[config.mk]
export PLATFORM = sky130hd
export DESIGN_NAME = ws2812b_frame_streamer
export DESIGN_NICKNAME = d
export VERILOG_FILES = /design/src/rtl/ws2812b_frame_streamer.sv
export SDC_FILE = /design/constraint.sdc
export NUM_CORES = 1
export LEC_CHECK = 0
export CORE_UTILIZATION = 55
export DETAILED_ROUTE_END_ITERATION = 10
export HOLD_SLACK_MARGIN = 0.12
export PLACE_DENSITY = 0.85
export SETUP_SLACK_MARGIN = 0.2
export SLEW_MARGIN = 20
export SYNTH_ARGS = -nofsm -noshare
export SYNTH_HDL_FRONTEND = slang
export SYNTH_SLANG_ARGS = --single-unit
[constraint.sdc]
create_clock -name clk -period 6.3 [get_ports clk]
set_input_delay 1.575 -clock clk [delete_from_list [all_inputs] [get_ports clk]]
set_output_delay 1.575 -clock clk [all_outputs]
set_load 0.01 [all_outputs]
[src/rtl/ws2812b_frame_streamer.sv]
// ws2812b_frame_streamer
//
// Drives a chain of WS2812B LEDs from a whole frame of per-pixel on/off
// bits plus one 8-bit brightness level per colour channel. A frame is taken
// over a valid/ready handshake and copied into shadow registers, so the
// pattern sources may change their outputs while the frame is on the wire.
// Each pixel is sent as a 24-bit word, MSB first. Every bit lasts T_BIT
// cycles and is high for T1H (1 bit) or T0H (0 bit) cycles. The last pixel
// is followed by a T_RESET cycle low gap, which latches the chain.
//
// Ports
//   clk          system clock
//   rst_n        asynchronous active-low reset
//   frame_valid  frame bits and brightness are valid
//   frame_ready  streamer is idle and can accept a frame
//   red_bits     bit i = pixel i red on   (likewise green_bits, blue_bits)
//   bright_r/g/b level sent for a channel that is on (8'h00 when off)
//   ws2812b_out  registered serial data to the first LED
//   busy         high from frame acceptance until frame_done
//   pixel_idx    pixel currently on the wire, 0 when not sending
//   frame_done   one-cycle pulse at the end of the latch gap
//
// Timing: the output is registered, so the wire shows each control cycle one
// clock later. Accept edge -> LOAD (1 cycle) -> first high on the wire two
// edges after acceptance. frame_done rises exactly T_RESET cycles after the
// wire goes low for the gap, and frame_ready is high in that same cycle, so
// the next frame can be accepted on the edge that ends the pulse.
module ws2812b_frame_streamer #(
   parameter int NUM_PIXELS  = 64,
   parameter int T0H         = 4,
   parameter int T1H         = 8,
   parameter int T_BIT       = 15,
   parameter int T_RESET     = 3600,
   parameter int COLOR_ORDER = 0
) (
   input  logic                  clk,
   input  logic                  rst_n,
   input  logic                  frame_valid,
   output logic                  frame_ready,
   input  logic [NUM_PIXELS-1:0] red_bits,
   input  logic [NUM_PIXELS-1:0] green_bits,
   input  logic [NUM_PIXELS-1:0] blue_bits,
   input  logic [7:0]            bright_r,
   input  logic [7:0]            bright_g,
   input  logic [7:0]            bright_b,
   output logic                  ws2812b_out,
   output logic                  busy,
   output logic [((NUM_PIXELS > 1) ? $clog2(NUM_PIXELS) : 1)-1:0] pixel_idx,
   output logic                  frame_done
);

   localparam int PIX_W = (NUM_PIXELS > 1) ? $clog2(NUM_PIXELS) : 1;
   localparam int CYC_W = (T_BIT > 1) ? $clog2(T_BIT) : 1;
   localparam int GAP_W = (T_RESET > 0) ? $clog2(T_RESET + 1) : 1;

   localparam logic [CYC_W-1:0] CYC_LAST = CYC_W'(T_BIT - 1);
   localparam logic [CYC_W-1:0] T0H_C    = CYC_W'(T0H);
   localparam logic [CYC_W-1:0] T1H_C    = CYC_W'(T1H);
   localparam logic [GAP_W-1:0] GAP_LAST = GAP_W'(T_RESET);
   localparam logic [PIX_W-1:0] PIX_LAST = PIX_W'(NUM_PIXELS - 1);
   localparam logic [4:0]       BIT_LAST = 5'd23;

   typedef enum logic [1:0] {
      ST_IDLE,
      ST_LOAD,
      ST_SEND,
      ST_GAP
   } state_t;

   state_t                  state_reg, state_next;
   logic [23:0]             shift_reg, shift_next;
   logic [4:0]              bit_cnt_reg, bit_cnt_next;
   logic [CYC_W-1:0]        cyc_cnt_reg, cyc_cnt_next;
   logic [GAP_W-1:0]        gap_cnt_reg, gap_cnt_next;
   logic [PIX_W-1:0]        pix_cnt_reg, pix_cnt_next;
   logic [PIX_W-1:0]        pixel_idx_reg, pixel_idx_next;
   logic [NUM_PIXELS-1:0]   red_sh_reg, red_sh_next;
   logic [NUM_PIXELS-1:0]   green_sh_reg, green_sh_next;
   logic [NUM_PIXELS-1:0]   blue_sh_reg, blue_sh_next;
   logic [7:0]              br_r_reg, br_r_next;
   logic [7:0]              br_g_reg, br_g_next;
   logic [7:0]              br_b_reg, br_b_next;
   logic                    out_reg, out_next;
   logic                    busy_reg, busy_next;
   logic                    done_reg, done_next;

   // Wire word for every pixel, built from the shadow copy of the frame.
   logic [23:0]             pix_word [NUM_PIXELS];
   logic [PIX_W-1:0]        load_idx;
   logic [CYC_W-1:0]        high_time;

   generate
      for (genvar gi = 0; gi < NUM_PIXELS; gi++) begin : g_pix
         logic [7:0] r_byte;
         logic [7:0] g_byte;
         logic [7:0] b_byte;
         assign r_byte = red_sh_reg[gi]   ? br_r_reg : 8'h00;
         assign g_byte = green_sh_reg[gi] ? br_g_reg : 8'h00;
         assign b_byte = blue_sh_reg[gi]  ? br_b_reg : 8'h00;
         assign pix_word[gi] = (COLOR_ORDER == 0) ? {g_byte, r_byte, b_byte}
                                                  : {r_byte, g_byte, b_byte};
      end
   endgenerate

   // LOAD fetches pixel 0; during SEND the next pixel is fetched on the last
   // cycle of bit 23 so that pixels follow each other without a gap.
   assign load_idx  = (state_reg == ST_LOAD) ? '0 : pix_cnt_reg + PIX_W'(1);
   assign high_time = shift_reg[23] ? T1H_C : T0H_C;

   always_comb begin
      state_next     = state_reg;
      shift_next     = shift_reg;
      bit_cnt_next   = bit_cnt_reg;
      cyc_cnt_next   = cyc_cnt_reg;
      gap_cnt_next   = gap_cnt_reg;
      pix_cnt_next   = pix_cnt_reg;
      red_sh_next    = red_sh_reg;
      green_sh_next  = green_sh_reg;
      blue_sh_next   = blue_sh_reg;
      br_r_next      = br_r_reg;
      br_g_next      = br_g_reg;
      br_b_next      = br_b_reg;
      busy_next      = busy_reg;
      out_next       = 1'b0;
      done_next      = 1'b0;
      pixel_idx_next = '0;

      case (state_reg)
         ST_IDLE: begin
            // frame_ready is high throughout IDLE
            if (frame_valid) begin
               red_sh_next   = red_bits;
               green_sh_next = green_bits;
               blue_sh_next  = blue_bits;
               br_r_next     = bright_r;
               br_g_next     = bright_g;
               br_b_next     = bright_b;
               busy_next     = 1'b1;
               state_next    = ST_LOAD;
            end
         end

         ST_LOAD: begin
            shift_next   = pix_word[load_idx];
            bit_cnt_next = '0;
            cyc_cnt_next = '0;
            pix_cnt_next = '0;
            state_next   = ST_SEND;
         end

         ST_SEND: begin
            out_next       = (cyc_cnt_reg < high_time);
            pixel_idx_next = pix_cnt_reg;
            if (cyc_cnt_reg == CYC_LAST) begin
               cyc_cnt_next = '0;
               if (bit_cnt_reg == BIT_LAST) begin
                  if (pix_cnt_reg == PIX_LAST) begin
                     gap_cnt_next = '0;
                     state_next   = ST_GAP;
                  end else begin
                     shift_next   = pix_word[load_idx];
                     bit_cnt_next = '0;
                     pix_cnt_next = load_idx;
                  end
               end else begin
                  shift_next   = {shift_reg[22:0], 1'b0};
                  bit_cnt_next = bit_cnt_reg + 5'd1;
               end
            end else begin
               cyc_cnt_next = cyc_cnt_reg + CYC_W'(1);
            end
         end

         ST_GAP: begin
            // One cycle longer than T_RESET because the wire lags the
            // state by a clock; this lines frame_done up with the end of
            // T_RESET low cycles on the wire.
            if (gap_cnt_reg == GAP_LAST) begin
               done_next  = 1'b1;
               busy_next  = 1'b0;
               state_next = ST_IDLE;
            end else begin
               gap_cnt_next = gap_cnt_reg + GAP_W'(1);
            end
         end

         default: begin
            state_next = ST_IDLE;
         end
      endcase
   end

   always_ff @(posedge clk or negedge rst_n) begin
      if (!rst_n) begin
         state_reg     <= ST_IDLE;
         shift_reg     <= '0;
         bit_cnt_reg   <= '0;
         cyc_cnt_reg   <= '0;
         gap_cnt_reg   <= '0;
         pix_cnt_reg   <= '0;
         pixel_idx_reg <= '0;
         red_sh_reg    <= '0;
         green_sh_reg  <= '0;
         blue_sh_reg   <= '0;
         br_r_reg      <= '0;
         br_g_reg      <= '0;
         br_b_reg      <= '0;
         out_reg       <= 1'b0;
         busy_reg      <= 1'b0;
         done_reg      <= 1'b0;
      end else begin
         state_reg     <= state_next;
         shift_reg     <= shift_next;
         bit_cnt_reg   <= bit_cnt_next;
         cyc_cnt_reg   <= cyc_cnt_next;
         gap_cnt_reg   <= gap_cnt_next;
         pix_cnt_reg   <= pix_cnt_next;
         pixel_idx_reg <= pixel_idx_next;
         red_sh_reg    <= red_sh_next;
         green_sh_reg  <= green_sh_next;
         blue_sh_reg   <= blue_sh_next;
         br_r_reg      <= br_r_next;
         br_g_reg      <= br_g_next;
         br_b_reg      <= br_b_next;
         out_reg       <= out_next;
         busy_reg      <= busy_next;
         done_reg      <= done_next;
      end
   end

   assign frame_ready = (state_reg == ST_IDLE);
   assign ws2812b_out = out_reg;
   assign busy        = busy_reg;
   assign pixel_idx   = pixel_idx_reg;
   assign frame_done  = done_reg;

endmodule

==> reports/results.txt, run 1 <==
Top FF cell, synth -> dfrtp_1
Die Area -> 23,800 um^2
status -> complete, no violations
CTS H-tree depth -> 1
num ports -> 229
post-synthesis sequential area ratio -> 0.545
clk sinks -> 278
largest net degree at the start of global routing -> 217
Post-route DRC -> 0
CTS tree -> built
Total Wirelength -> 31.3 mm
Rows -> 55
quantity of gates resized following cts -> 0
pwr dens -> 229 nW/um^2
Reg clk slew, reported paths -> 0.06 ns
vias per inst -> 5.84
clock buffer count from CTS -> 30
Critical Path Sink Type -> flip-flop
port bufs -> 228
FILL cells -> 1,530
gpl congestion -> 0.793
Total GRT Usage -> 0.266
max_cap viols -> 0
Mapped Cells -> 996
crit path time final -> 3.96 ns
Clock Skews -> 0.0175 ns
Synth Net Count -> 1,226
drt first-iter violations -> 485
initial antenna violation count -> 4
Worst EP arrival -> 4.39 ns
Multi-input gate area -> 5490 um^2
Core ar. -> 22,700 um^2
fin crit share -> 0.628
static leakage -> 7.72 nW
Horiz. Die Dim -> 154 um
Syn. warnings -> 0
FMAX -> 0.253 GHz
Final Setup Violations -> 0
Reg2Reg Setup Slack -> 2.34 ns
final hold slack -> 0.484 ns
drt wl/cell -> 20.6 um
synthesized area per cell -> 12.8 um^2
register area -> 6960 um^2
half-perimeter wire length after placement -> 21.6 mm
clk_lat worst skew -> 0.56 ns
Detail Route Antenna Nets -> 0
Worst Path Required -> 6.73 ns
Final Max Tran Viols -> 0
RSZ-0062 raised after global routing -> no
Pwr Total -> 0.00375 W
Post-synth EDFFs -> 0
first-pass GRT wire length -> 49.6 mm
ys async rst share -> 1.00
TNS Setup -> 0 ns
Setup Buffers After CTS -> 0
Die Ht -> 154 um
Setup crit start kind -> flip-flop
area grow syn2layout -> 27.9%
CP Class -> reg -> reg
vias -> 8,890
Final Hold Vio Count -> 0
worst vdd ir -> 0.194 mV
hold buffer count at cts -> 0
Synth Register Bits -> 278
CTS root buf -> clkbuf_16
Initial Util -> 0.563
TritonRoute pass-1 iters -> 5
CP Max Fanout -> 38
Netlist cell types -> 65
worst min path class -> reg -> reg
Longest Clk Path Bufs -> 3
worst slew pin tran -> 1.10 ns
number of global-route vias before repair -> 9,484
Layout Nets -> 1,440
share of cells above drive strength 1 -> 0.251
grt ovf -> 0
Slew headroom -> 0.268
Synth Cell Area -> 12,800 um^2
## routing by layer
metal  up-vias  GRT usage  wire length (um)
met4         0      0.103              1140
met1      4468      0.337             12700
met2       296      0.462             15900
li1       4052          -                 -
met3        74     0.0384              1600
met5         -          0                 0
## worst max-delay path, cell delays in order (launching register included)
cell and delay, ns:
dfrtp_2 0.34, buf_4 0.48, ha_1 0.44, xnor2_4 0.18, nor2_4 0.49, mux4_2 0.57
mux4_2 0.49, nand3b_1 0.11, nand4_1 0.40, a21o_1 0.32
## area by class of cell
type / count / area share
clock buffers: 41 / 0.0521
well taps: 285 / 0.0218
flip-flops and latches: 278 / 0.426
inverters: 25 / 0.00574
multi-input cells: 634 / 0.336
clock inverters: 13 / 0.00949
diodes: 4 / 0.000612
repair buffers: 241 / 0.149
## power by group
group / internal, W / leakage, nW / switching [W] / total [W]
Clock: 0.00107 / 0.504 / 0.000715 / 0.00178
Combinational: 0.000121 / 3.36 / 0.0000620 / 0.000183
Sequential: 0.00179 / 3.85 / 0 / 0.00179
Total: 0.00297 / 7.72 / 0.000777 / 0.00375
## cells by family after synthesis
kind of cell	count (synthesis)	share of synthesized area
multiplexers	282	0.257
flip-flops	278	0.545
AND/OR/NAND/NOR	189	0.0713
AO/OA/AOI/OAI	137	0.0780
buffers and inverters	84	0.0265
XOR/XNOR	15	0.0123
adder cells (fa/ha/maj)	11	0.0108
## placed cells by master (no fill, tap or decap), drive strengths merged, types with 4 or more instances in the layout
cell / n
a211oi: 5
a21o: 9
a21oi: 12
a22o: 16
a22oi: 15
a311oi: 13
and2: 9
and3: 10
buf: 14
clkbuf: 41
clkdlybuf4s50: 227
clkinv: 9
dfrtp: 278
diode: 4
ha: 11
inv: 26
mux2: 221
mux2i: 47
mux4: 14
nand2: 76
nand3: 30
nand4: 5
nor2: 24
nor2b: 8
nor3: 10
o21ai: 29
o22ai: 9
xnor2: 4
xor2: 11
## final timing paths
| path | startpoint | end | cells past startpoint |
|---|---|---|---|
| worst max-delay path | pix_cnt_reg[0] | shift_reg[10] | 9 |
| worst min-delay path | br_r_reg[7] | shift_reg[15] | 1 |
| worst max register to register | pix_cnt_reg[0] | shift_reg[10] | 9 |
| worst min register to register | br_r_reg[7] | shift_reg[15] | 1 |
| max in group asynchronous | rst_n | red_sh_reg[8] | 2 |
| min in group asynchronous | rst_n | br_r_reg[1] | 1 |
## through the flow
stage	worst slack [ns]	utilization	cells	instance area, um^2
after global placement	2.43	0.674	1462	15300
after floorplan	3.39	-	996	12800
after detailed placement	2.37	0.674	1462	15300
final	2.34	0.720	1521	16300
after CTS	2.32	0.718	1516	16300
after global routing	2.12	0.720	1521	16300
## cell usage after synthesis, types with 9 or more instances
library cell | count | area, um^2
nand2_1 | 76 | 285
buf_2 | 10 | 50.1
a21oi_1 | 12 | 60.1
nand3_1 | 30 | 150
o22ai_1 | 9 | 56.3
nor2_1 | 23 | 86.3
mux4_2 | 14 | 315
a311oi_1 | 13 | 114
nor3_1 | 10 | 50.1
mux2_2 | 220 | 2480
a22o_1 | 16 | 140
inv_1 | 25 | 93.8
xor2_1 | 11 | 96.3
ha_1 | 11 | 138
mux2i_1 | 47 | 470
a21o_1 | 9 | 67.6
o21ai_0 | 21 | 105
dfrtp_1 | 278 | 6960
clkbuf_1 | 43 | 161
and3_1 | 9 | 56.3
a22oi_1 | 15 | 113
and2_1 | 9 | 56.3
(Power assumes the default switching activity.)
==> run 2: changes to the inputs <==
Settings changed: CORE_UTILIZATION 55 to 53, PLACE_DENSITY 0.85 to 0.82.
Clock period 6.3 ns to 3.7 ns, I/O delays scaled along.
==> run 2 against run 1 <==
Against the previous run:
- final area rose by 0.54%
- clock skew increased by 0.0075 ns
- utilization decreased by 2.2 points
- combinational power grew 74%
- maximum frequency is 23% higher
- first-iteration DRC count is 39% higher
- via count up 1.8%
- flip-flop and latch count stayed put
- die area is 3.7% higher
- routed wire length is 1.8% higher
- sequential share of layout area decreased by 0.23 points
- critical endpoint is now shift_reg[7]
==> reports/results.txt, run 2 (same netlist as run 1, synthesis figures left out) <==
most frequent cells in the layout -> dfrtp_1 (277), clkdlybuf4s50_1 (227), mux2_2 (220)
RR Startpoint -> pix_cnt_reg[0]
half-perimeter wire length after placement -> 22.8 mm
gpl congestion -> 0.853
number of global-route vias before repair -> 9,440
num ports -> 229
Die Area -> 24,700 um^2
first-pass GRT wire length -> 50.5 mm
RSZ-0062 raised after global routing -> no
static leakage -> 7.74 nW
crit path from -> pix_cnt_reg[0]
CTS tree -> built
FMAX -> 0.312 GHz
drt first-iter violations -> 675
most common cell after layout, fill and taps aside -> dfrtp_1
Reg clk slew, reported paths -> 0.06 ns
placed cells -> 1,511
Longest Clk Path Bufs -> 3
Horiz. Die Dim -> 157 um
Total Wirelength -> 31.9 mm
CP Class -> reg -> reg
CTS root buf -> clkbuf_16
area grow syn2layout -> 28.6%
drt wl/cell -> 20.3 um
largest net degree at the start of global routing -> 86
clk sinks -> 278
clock buffer count from CTS -> 29
vias -> 9,047
CTS H-tree depth -> 1
initial antenna violation count -> 3
share of cells above drive strength 1 -> 0.260
vias per inst -> 5.77
max_cap viols -> 0
Worst EP arrival -> 3.61 ns
Post-route DRC -> 0
port bufs -> 228
Slew headroom -> 0.406
fin crit share -> 0.867
Layout Nets -> 1,454
hold buffer count at cts -> 0
Slowest cell on crit path -> dfrtp_2
Worst Path Required -> 4.10 ns
Clock Skews -> 0.0250 ns
Total GRT Usage -> 0.266
DP Area -> 15,500 um^2
Rows -> 56
CP cell instances -> ha_2, nor2b_2, buf_4, nand2_1, o22ai_1, a311oi_1, nor3_1, o21ai_0, o21a_1, o221ai_1
Design Area, Final -> 16,400 um^2
worst vdd ir -> 0.242 mV
Die Ht -> 157 um
Final Hold Vio Count -> 0
CP Max Fanout -> 21
Initial Util -> 0.543
clk_lat worst skew -> 0.56 ns
worst slew pin tran -> 0.866 ns
TNS Setup -> 0 ns
final core utilization -> 0.698
non-filler instance count after layout -> 1,567
grt ovf -> 0
pwr dens -> 377 nW/um^2
Final Setup Violations -> 0
dpl ws -> 0.299 ns
Detail Route Antenna Nets -> 0
setup ws final -> 0.493 ns
crit path time final -> 3.21 ns
Core ar. -> 23,500 um^2
Critical Path Sink Type -> flip-flop
worst min path class -> in -> async
status -> complete, no violations
TritonRoute pass-1 iters -> 5
Final Max Tran Viols -> 0
slowest stage delay, CP -> 0.59 ns
Setup crit start kind -> flip-flop
run 2: worst paths after layout:
| check | endpoint | slack [ns] | depth (start not counted) |
|---|---|---|---|
| setup / recovery | shift_reg[7] | 0.49 | 10 |
| hold / removal | br_r_reg[3] | 0.36 | 1 |
| setup reg to reg | shift_reg[7] | 0.49 | 10 |
| hold reg to reg | shift_reg[10] | 0.48 | 1 |
| max in group asynchronous | green_sh_reg[17] | 2.43 | 2 |
| min in group clk | shift_reg[10] | 0.48 | 1 |
run 2: worst max-delay path: cells and delay by family, from the launching register on:
family	cells	cell delay, ns
AOI/OAI and AO/OA	5	1.19
adders and majority gates	1	0.43
buffers and inverters	1	0.22
DFF	1	0.59
and+or+nand+nor	3	0.62
run 2: layout make-up:
class / count / area [um^2]
Antenna cell: 4 / 10.0
Clock buffer: 40 / 837
Clock inverter: 11 / 95.1
Fill cell: 1698 / 7110
Inverter: 25 / 93.8
Multi-Input combinational cell: 634 / 5490
Sequential cell: 278 / 6960
Tap cell: 319 / 399
Timing Repair Buffer: 256 / 2550
run 2: what timing repair did:
action | in CTS | in global routing
gates resized for setup | 0 | 1
setup buffers | 0 | 1
setup endpoints to repair | 0 | 10
run 2: per-layer routing:
metal	wire length (um)	GRT usage
met1	12900	0.349
met2	16100	0.444
met3	1710	0.0399
met4	1130	0.111
met5	0	0
run 2: per-stage QoR:
stage	hold WS, ns	total power, W
detailed placement	0.474	0.00342
CTS	0.401	0.00624
global placement	0.463	0.00342
floorplan	0.444	0.00310
finish	0.363	0.00619
global route	0.426	0.00637
run 2: report_power, final:
group          total [W]  switching (W)  leakage (nW)  internal (W)
clock            0.00283        0.00119         0.456       0.00164
combinational   0.000318       0.000109          3.43      0.000209
sequential       0.00304              0          3.85       0.00304
total            0.00619        0.00130          7.74       0.00489
==> run 3: changes to the inputs <==
Settings changed: ABC_CLOCK_PERIOD_IN_PS set to 3700, CORE_MARGIN set to 2.
==> run 3 against run 2 <==
Against the previous run:
- clock power grew 3%
- global-route usage shrank 1.4 points
- routed wire length is essentially flat
- first-iteration DRC count shrank 0.74%
- largest cell class unchanged
- highest routed layer is now met5
==> reports/results.txt, run 3 (same netlist as run 1, synthesis figures left out) <==
port bufs -> 228
Final Max Tran Viols -> 0
met2 Use GR -> 0.424
register area -> 6960 um^2
GRT Max-Usage Layer -> met2
most common cell after layout, fill and taps aside -> dfrtp_1
Worst setup endpoint -> shift_reg[17]
Clock Skews -> 0.0172 ns
Rows -> 56
CP bufs+invs -> 1
Initial Util -> 0.543
clock buffer count from CTS -> 29
CP Class -> reg -> reg
TNS Setup -> 0 ns
CTS H-tree depth -> 1
Comb power frac -> 0.050
Reg2Reg Setup Slack -> 0.35 ns
RSZ-0062 raised after global routing -> no
worst slew pin tran -> 0.867 ns
final core utilization -> 0.701
Net Switching -> 0.00131 W
Switching Share -> 0.209
share of cells above drive strength 1 -> 0.260
CP Max Fanout -> 21
FILL cells -> 1,712
clock group share of total power -> 0.465
worst reg-to-reg path cell count -> 10
FMAX -> 0.298 GHz
Total GRT Usage -> 0.252
Pwr Total -> 0.00627 W
Final Setup Violations -> 0
static leakage -> 7.78 nW
gpl congestion -> 0.864
Layout Nets -> 1,455
most frequent cells in the layout -> dfrtp_1 (277), clkdlybuf4s50_1 (227), mux2_2 (220)
Detail Route Antenna Nets -> 0
critical path depth -> 10
Die Ht -> 159 um
CTS tree -> built
num ports -> 229
Total Wirelength -> 31.9 mm
largest net degree at the start of global routing -> 88
met1 GRT Util -> 0.331
Slew headroom -> 0.420
worst min path class -> in -> async
Final Hold Vio Count -> 0
RR Endpoint -> shift_reg[17]
Horiz. Die Dim -> 159 um
CP cell instances -> inv_1, ha_1, nor2b_1, mux2_4, mux4_2, a22o_1, or4_1, o21ai_2, a2bb2oi_4, o21ai_1
Die Area -> 25,400 um^2
TritonRoute pass-1 iters -> 7
area grow syn2layout -> 29.2%
clk_lat worst skew -> 0.54 ns
CTS root buf -> clkbuf_16
Longest Clk Path Bufs -> 3
drt wl/cell -> 20.3 um
Worst EP arrival -> 3.76 ns
Setup crit start kind -> flip-flop
vias per inst -> 5.76
quantity of gates resized following cts -> 0
Post-route DRC -> 0
placed cells -> 1,512
status -> complete, no violations
DP Area -> 15,500 um^2
GRT met3 Usage -> 0.0474
crit path time final -> 3.35 ns
initial antenna violation count -> 4
Largest delay share family, worst path -> multiplexers
max_cap viols -> 0
crit path from -> state_reg[1]
clk sinks -> 278
Core ar. -> 23,500 um^2
vias -> 9,047
sequential share of power -> 0.485
Multi-input gate area -> 5490 um^2
slowest stage delay, CP -> 0.58 ns
Worst Path Required -> 4.11 ns
non-filler instance count after layout -> 1,571
half-perimeter wire length after placement -> 23.0 mm
number of global-route vias before repair -> 9,434
Design Area, Final -> 16,500 um^2
first-pass GRT wire length -> 50.9 mm
internal power -> 0.00496 W
Critical Path Sink Type -> flip-flop
pwr dens -> 380 nW/um^2
Slowest cell on crit path -> or4_1
drt first-iter violations -> 670
fin crit share -> 0.906
worst vdd ir -> 0.258 mV
Reg clk slew, reported paths -> 0.06 ns
RR Startpoint -> state_reg[1]
grt ovf -> 0
-- run 3: changes by cell type in the layout (fill, tap and decap cells not counted) --
cell        before  now
clkinvlp_4       3    2
inv_6            2    1
clkinv_4         0    1
buf_12           4    6
ha_1            10   11
buf_4           24   23
clkbuf_8         7   10
clkbuf_1         4    5
ha_2             1    0
-- run 3: worst min path at each step --
| stage | startpoint | to | slack [ns] | cells after the start |
|---|---|---|---|---|
| 6_report | rst_n | br_r_reg[5] | 0.30 | 1 |
| 5_1_grt | rst_n | br_r_reg[5] | 0.32 | 1 |
| 4_1_cts | rst_n | blue_sh_reg[8] | 0.32 | 1 |
| 3_5_place_dp | br_r_reg[2] | shift_reg[10] | 0.47 | 1 |
| 3_3_place_gp | br_r_reg[6] | shift_reg[14] | 0.46 | 1 |
| 2_1_floorplan | br_r_reg[2] | shift_reg[10] | 0.44 | 1 |
-- run 3: layout make-up --
cell class | count | share of cell area
flip-flops and latches | 278 | 0.422
well taps | 319 | 0.0242
inverters | 25 | 0.00569
multi-input cells | 634 | 0.333
diodes | 4 | 0.000607
clock inverters | 10 | 0.00531
clock buffers | 44 | 0.0535
repair buffers | 257 | 0.156
-- run 3: power by group through the flow --
stage / combinational, W / clock, W / sequential (W)
CTS: 0.000322 / 0.00294 / 0.00304
global route: 0.000340 / 0.00307 / 0.00304
detailed placement: 0.000320 / 0 / 0.00310
floorplan: 0.00000257 / 0 / 0.00310
global placement: 0.000318 / 0 / 0.00310
finish: 0.000315 / 0.00291 / 0.00304
-- run 3: worst reg2reg max path, stage by stage, from the launching register on --
cell	delay [ns]
dfrtp_1	0.40
inv_1	0.10
ha_1	0.52
nor2b_1	0.14
mux2_4	0.43
mux4_2	0.33
a22o_1	0.23
or4_1	0.58
o21ai_2	0.11
a2bb2oi_4	0.28
o21ai_1	0.10
-- run 3: repair_timing --
action                                  CTS  global route
hold endpoints to repair                  0             0
endpoints found under the setup margin    0             8
hold buffers                              0             0
setup buffers                             0             1
-- run 3: per-stage QoR --
stage | setup WS [ns] | hold WS, ns
global route | 0.228 | 0.324
floorplan | 0.966 | 0.444
detailed placement | 0.390 | 0.469
CTS | 0.369 | 0.315
finish | 0.348 | 0.304
global placement | 0.486 | 0.462
-- run 3: per-layer routing --
| metal | up-vias | routed length (um) |
|---|---|---|
| met5 | - | 14 |
| met4 | 2 | 927 |
| met2 | 320 | 15900 |
| met3 | 60 | 1980 |
| li1 | 4092 | - |
| met1 | 4573 | 13100 |
